File: src/rtl/accum_controller.sv
// accum_controller: sequences a clear/load/add datapath that accumulates up
// to N_MAX operands into F and stops early when an add would reach 128.
module accum_controller #(
    parameter int unsigned N_MAX = 15
) (
    input  logic       clock,
    input  logic       rst,
    input  logic       start,
    input  logic       stop,
    input  logic       in_valid,
    output logic       in_ready,
    input  logic       fgt127,
    output logic [1:0] sel,
    output logic       busy,
    output logic       done,
    output logic       sat,
    output logic [3:0] count
);

    typedef enum logic [2:0] {
        ST_IDLE,
        ST_CLEAR,
        ST_LOAD,
        ST_ACCUM,
        ST_DONE
    } state_t;

    localparam logic [3:0] COUNT_MAX = 4'(N_MAX);

    localparam logic [1:0] SEL_CLEAR = 2'b00;
    localparam logic [1:0] SEL_LOAD  = 2'b01;
    localparam logic [1:0] SEL_ADD   = 2'b10;
    localparam logic [1:0] SEL_HOLD  = 2'b11;

    state_t state;

    // Datapath command and operand handshake; reset forces hold with no beat taken
    always_comb begin
        sel      = SEL_HOLD;
        in_ready = 1'b0;
        if (!rst) begin
            case (state)
                ST_CLEAR: sel = SEL_CLEAR;
                ST_LOAD: begin
                    if (!stop && in_valid) begin
                        sel      = SEL_LOAD;
                        in_ready = 1'b1;
                    end
                end
                ST_ACCUM: begin
                    // An overflowing beat is still consumed, but F is held.
                    if (!stop && in_valid) begin
                        in_ready = 1'b1;
                        if (!fgt127) begin
                            sel = SEL_ADD;
                        end
                    end
                end
                default: ;
            endcase
        end
    end

    // Run sequencing with registered status outputs
    always_ff @(posedge clock) begin
        if (rst) begin
            state <= ST_IDLE;
            count <= '0;
            sat   <= 1'b0;
            busy  <= 1'b0;
            done  <= 1'b0;
        end else begin
            done <= 1'b0;
            case (state)
                ST_IDLE: begin
                    if (start) begin
                        state <= ST_CLEAR;
                        count <= '0;
                        sat   <= 1'b0;
                        busy  <= 1'b1;
                    end
                end
                ST_CLEAR: begin
                    state <= ST_LOAD;
                end
                ST_LOAD: begin
                    if (stop) begin
                        state <= ST_DONE;
                        busy  <= 1'b0;
                        done  <= 1'b1;
                    end else if (in_valid) begin
                        count <= 4'd1;
                        if (COUNT_MAX == 4'd1) begin
                            state <= ST_DONE;
                            busy  <= 1'b0;
                            done  <= 1'b1;
                        end else begin
                            state <= ST_ACCUM;
                        end
                    end
                end
                ST_ACCUM: begin
                    if (stop) begin
                        state <= ST_DONE;
                        busy  <= 1'b0;
                        done  <= 1'b1;
                    end else if (in_valid) begin
                        if (fgt127) begin
                            sat   <= 1'b1;
                            state <= ST_DONE;
                            busy  <= 1'b0;
                            done  <= 1'b1;
                        end else begin
                            count <= count + 4'd1;
                            if (count + 4'd1 == COUNT_MAX) begin
                                state <= ST_DONE;
                                busy  <= 1'b0;
                                done  <= 1'b1;
                            end
                        end
                    end
                end
                ST_DONE: begin
                    state <= ST_IDLE;
                end
                default: begin
                    state <= ST_IDLE;
                    busy  <= 1'b0;
                end
            endcase
        end
    end

endmodule

File: config.mk
export PLATFORM = sky130hd
export DESIGN_NAME = accum_controller
export DESIGN_NICKNAME = d
export VERILOG_FILES = /design/src/rtl/accum_controller.sv
export SDC_FILE = /design/constraint.sdc
export NUM_CORES = 1
export LEC_CHECK = 0
export CAP_MARGIN = 20
export CORE_MARGIN = 5
export CORE_UTILIZATION = 51
export DETAILED_ROUTE_END_ITERATION = 6
export PLACE_DENSITY = 0.88
export SLEW_MARGIN = 20
export SYNTH_ARGS = -nofsm -noshare
export SYNTH_HDL_FRONTEND = slang
export SYNTH_SLANG_ARGS = --single-unit
File: constraint.sdc
create_clock -name clock -period 5.47 [get_ports clock]
set_input_delay 1.094 -clock clock [delete_from_list [all_inputs] [get_ports clock]]
set_output_delay 1.094 -clock clock [all_outputs]
set_load 0.02 [all_outputs]
# Word level (Yosys, flattened, before mapping)
# Index checks and enable logic that the tools add are counted.
dict set report classes {
  n_addsub 1
  n_eq_ne 16
  n_mux 41
  bitwise_logic 1
  reduce_logical 11
}
# op n
set ops {}
lappend ops {{$mux W4} 6}
lappend ops {{$mux W3} 7}
lappend ops {{$mux W1} 20}
lappend ops {{$ne A2 B2 Y1 const B} 8}
lappend ops {{$pmux W3 S4} 1}
lappend ops {{$pmux W4 S3} 1}
lappend ops {{$reduce_and A5 Y1} 2}
lappend ops {{$reduce_and A7 Y1} 1}
lappend ops {{$eq A3 B2 Y1 const B} 2}
lappend ops {{$ne A3 B3 Y1 const B} 2}
lappend ops {{$pmux W2 S3} 1}
lappend ops {{$add A4 B1 Y4 const B} 1}
lappend ops {{$eq A4 B4 Y1 const B} 1}
lappend ops {{$mux W2} 2}
lappend ops {{$ne A4 B4 Y1 const B} 1}
lappend ops {{$pmux W1 S2} 2}
lappend ops {{$pmux W1 S4} 1}
lappend ops {{$reduce_and A4 Y1} 1}
lappend ops {{$reduce_or A2 Y1} 2}
lappend ops {{$eq A3 B1 Y1 const B} 1}
lappend ops {{$eq A3 B3 Y1 const B} 1}
lappend ops {{$logic_not A3 Y1} 1}
lappend ops {{$reduce_bool A3 Y1} 1}
lappend ops {{$reduce_bool A2 Y1} 1}
lappend ops {{other kinds (3)} 3}
dict set report totals {
  ff_bits 10
  inputBits 6
  out_inout_bits 10
  word_cells 75
}

# Depth between registers and ports, before layout
dict set report depth {
  depth_word 7
  depth_mapped 6
}

# Worst setup path after synthesis
# Ideal clock, no wire load.
dict set report synth_path {
  kind {in2out}
  from {input rst}
  to {output in_ready}
  t_arrival_ns 2.056
  setup_slack_ns 2.320
  stages 2
  n_path_buf 1
  path_cell_list {clkbuf_1 nor4b_1}
}
dict set report synth_via {
  elab_chain_len 1
}
# item line
set synth_rtl {}
lappend synth_rtl {{start: declaration} 7} ;# input logic rst,
lappend synth_rtl {{$mux W1} 41} ;# if (!rst) begin
lappend synth_rtl {{end: declaration} 11} ;# output logic in_ready,
# No other way between the ends.

# Worst setup path in the final report
dict set report layout_path {
  from {input stop}
  to {output sel[0]}
}
dict set report layout_via {
  elab_chain_len 5
}
# item line
set layout_rtl {}
lappend layout_rtl {{start: declaration} 9} ;# input logic stop,
lappend layout_rtl {{$logic_not A1 Y1} 52} ;# if (!stop && in_valid) begin
lappend layout_rtl {{$logic_and A1 B1 Y1} 52}
lappend layout_rtl {{$mux W1} 52}
lappend layout_rtl {{$pmux W2 S3} 42} ;# case (state)
lappend layout_rtl {{$mux W2} 41}
lappend layout_rtl {{end: declaration} 13} ;# output logic [1:0] sel,
# No other way between the ends.

==> summary.md <==
| Metric | Value |
|---|---|
| Outcome | finished clean |
| Relative slew slack | 66.7% |
| Routed wire length | 1.58 mm |
| Router iterations before antenna repair | 4 |
| Worst VDD drop | between 0.15 and 0.2 mV |
| Top cells by count, synth | 10 x dfxtp_1, 9 x nand2_1, 8 x nor2_1, 7 x a21oi_1 |
| Cts bufs inserted | 3 |
| Clock Latency Late Sink | 0.26 ns |
| Register bit count reported by yosys | 10 |
| WL/cell | 13.9 µm |
| Setup TNS | 0 ns |
| Worst Path Required | 4.38 ns |
| Cell taking the most area after synthesis | dfxtp_1 |
| CTS Hold Bufs | 0 |
| Met2 routed WL | 762 µm |
| Clock share of power | about a fifth |
| CTS root buffer | clkbuf_4 |
| Sw Ratio | 41.5% |
| Number of nets in the layout | 108 |
| IO Pins | 16 |
| Simple-Gate Fraction of Synth Area | 32.4% |
| GRT Total Usage | 17.8% |
| Fmax | roughly 250 MHz |
| Clock Skew | 0.00632 ns |
| PortBufs | 15 |
| Hold Violations, Final | 0 |
| Vias | 650 |
| First-pass GRT wire length | between 2 and 3 mm |
| DRC viols | 0 |
| Drt via density | 5.70 |
| Layout overhead on the synthesized area | 26.3% |
| Grt ovf | 0 |
| Worst-Margin Slew | 0.498 ns |
| Largest family of logic cells by synthesized area | simple AND/OR/NAND/NOR gates |
| Final hold slack | 0.483 ns |
| Hold Crit Class | reg2reg |
| Met3 WL | 80 µm |
| Number of enable flip-flop cells after synthesis | 0 |
| MaxCap Viol Count | 0 |
| Sequential power share | approximately a third |
| Crit path max-delay family | buffers and inverters |
| FP Rows | 13 |
| Crit path top cell by count | clkdlybuf4s50_1 |
| Slowest CP cell | clkdlybuf4s50_1 |
| Post-synthesis async set-or-reset flop share | 0% |
| Final core utilization | between 60% and 70% |
| Synth warnings | 0 |
| Num Clock Sinks | 10 |
| Detailed Place HPWL | 1.13 mm |
| Comb pwr share | 45.9% |
| Pleak | approximately 0.00031 µW |
| CTS tree | yes |
| Ranking of synthesized cells by area | dfxtp_1 30%, a21oi_1 5.2%, nand2_1 5.0% |
| Vias in the first global route | 645 |
| Fin crit share | between 70 and 80% |
| Adder-Cell Fraction of Synth Area | between 3 and 4% |
| Final ANT Viol Nets | 0 |
| XOR/XNOR share of the synthesized area | 1.30% |
| CP bufs+invs | 2 |
| # setup viols final | 0 |
| Pint | 205 µW |
| Synthesized area | approximately 670 µm² |
| Synth Area in Compound Gates | a little over a fifth |
| Total setup buffers inserted after CTS | 0 |
| Crit-path max cell delay | 0.58 ns |
| RePlAce Congestion | 0.817 |
| RSZ-0062 raised after global routing | false |
| Die footprint | around 2100 µm² |
| CP Capture Type | output pin |
| Highest routed layer | met4 |
| Share of layout cells above drive strength 1 | about 11% |
| Wl on met1 | 726 µm |
| Syn Area/Cell | about 8 µm² |
| CP Launch Type | input pin |
| Power Dens Cells | between 400 and 500 nW/µm² |
| Cts repair resizes | 0 |
| Most common cell in the netlist | dfxtp_1 |
| Clock transition at path regs | 0.07 ns |
| Pin count of the biggest net entering global routing | 18 |
| Cells after Synth | 85 |
| Fill cells | roughly 110 |
| Fin cells | between 100 and 150 |
| Mux share of post-synthesis cell area | 3.72% |
| Initial Util | 53.0% |
| Syn_nets | 93 |
| DP Cell Count | 110 |
| ANT cells | 0 |
| Yosys cell types | 37 |
| Worst path cell trace | clkdlybuf4s50_1, or3b_4, nand2_1, nand3_1, clkdlybuf4s50_1 |
| H-Tree Depth | 1 |
| Area share of the largest cell type after synthesis | 29.8% |
| Crit path DAT | 2.87 ns |
| Max Root-Sink Buffers | 2 |
| Core footprint | 1270 µm² |
| Tmin final | 3.96 ns |
| Post-synthesis sequential area ratio | 29.8% |
| Die Height | 46.3 µm |
| Max FO, Critical Path | 9 |
| Slew Limit Fails | 0 |
| Initial antenna violation count | 0 |
| Prevailing post-synth register cell | dfxtp_1 |
| P_sw | 145 µW |
| Initial drt markers | 13 |
| Die W | 46.3 µm |
| WS Path Type | in2out |
## layout make-up
| cell class | instances | area (µm²) | share of cell area (%) |
|---|---|---|---|
| sequential | 10 | 200 | 23.6 |
| inverter | 5 | 18.8 | 2.21 |
| multi-input combinational | 65 | 424 | 50.0 |
| clock buffer | 4 | 36.3 | 4.28 |
| tap | 15 | 18.8 | 2.21 |
| timing repair buffer | 15 | 150 | 17.7 |
## state kept, by name, summed over array words and instances (netlist names)
name   count
state      3
done       1
busy       1
sat        1
count      4
## metrics by stage
step,cell area (µm²),setup slack [ns],power (µW)
2_1_floorplan,672,2.32,237
3_3_place_gp,812,1.56,278
3_5_place_dp,812,1.53,283
4_1_cts,848,1.50,352
5_1_grt,848,1.45,374
6_report,848,1.51,350
## power by group through the flow
stage               Sequential, µW  Combinational (µW)  Clock [µW]
floorplan                      108                 128           0
global placement               121                 156           0
detailed placement             123                 160           0
CTS                            121                 161        69.7
global route                   126                 175        72.2
finish                         122                 161        67.4
## worst register-to-register path: cells and delay by family, from the launching register on
kind | cells | cell delay, ns
AOI/OAI and AO/OA | 2 | 0.67
adders and majority gates | 1 | 0.24
and+or+nand+nor | 2 | 0.28
muxes | 1 | 0.30
DFF | 1 | 0.38
## cells by family after synthesis
logic type,after synthesis
AND/OR/NAND/NOR,39
adder cells (fa/ha/maj),2
XOR/XNOR,1
flip-flops,10
AO/OA/AOI/OAI,21
buffers and inverters,10
multiplexers,2
## final timing paths
check,from,endpoint,slack [ns],depth (start not counted)
max,stop,sel[0],1.51,5
min,busy,busy,0.48,2
max reg2reg,count[0],state[0],3.48,6
min reg2reg,busy,busy,0.48,2
## placed cells by master, fill, tap and decap left out, types with 2 or more instances in the layout
master and count:
clkdlybuf4s50_1 15, dfxtp_1 10, nand2_1 9, nor2_1 8, a21oi_1 7, nand3_1 4, inv_1 4, nand2b_1 3
o21ai_0 3, nor4b_1 3, nor2b_1 3, clkbuf_4 3, nor3_1 2, ha_1 2
## metal layers
layer	up-vias	global-route usage, %
met5	-	0
met4	0	7.95
met3	2	4.69
met2	12	29.4
met1	305	21.2
li1	331	-
(Power assumes the default switching activity.)
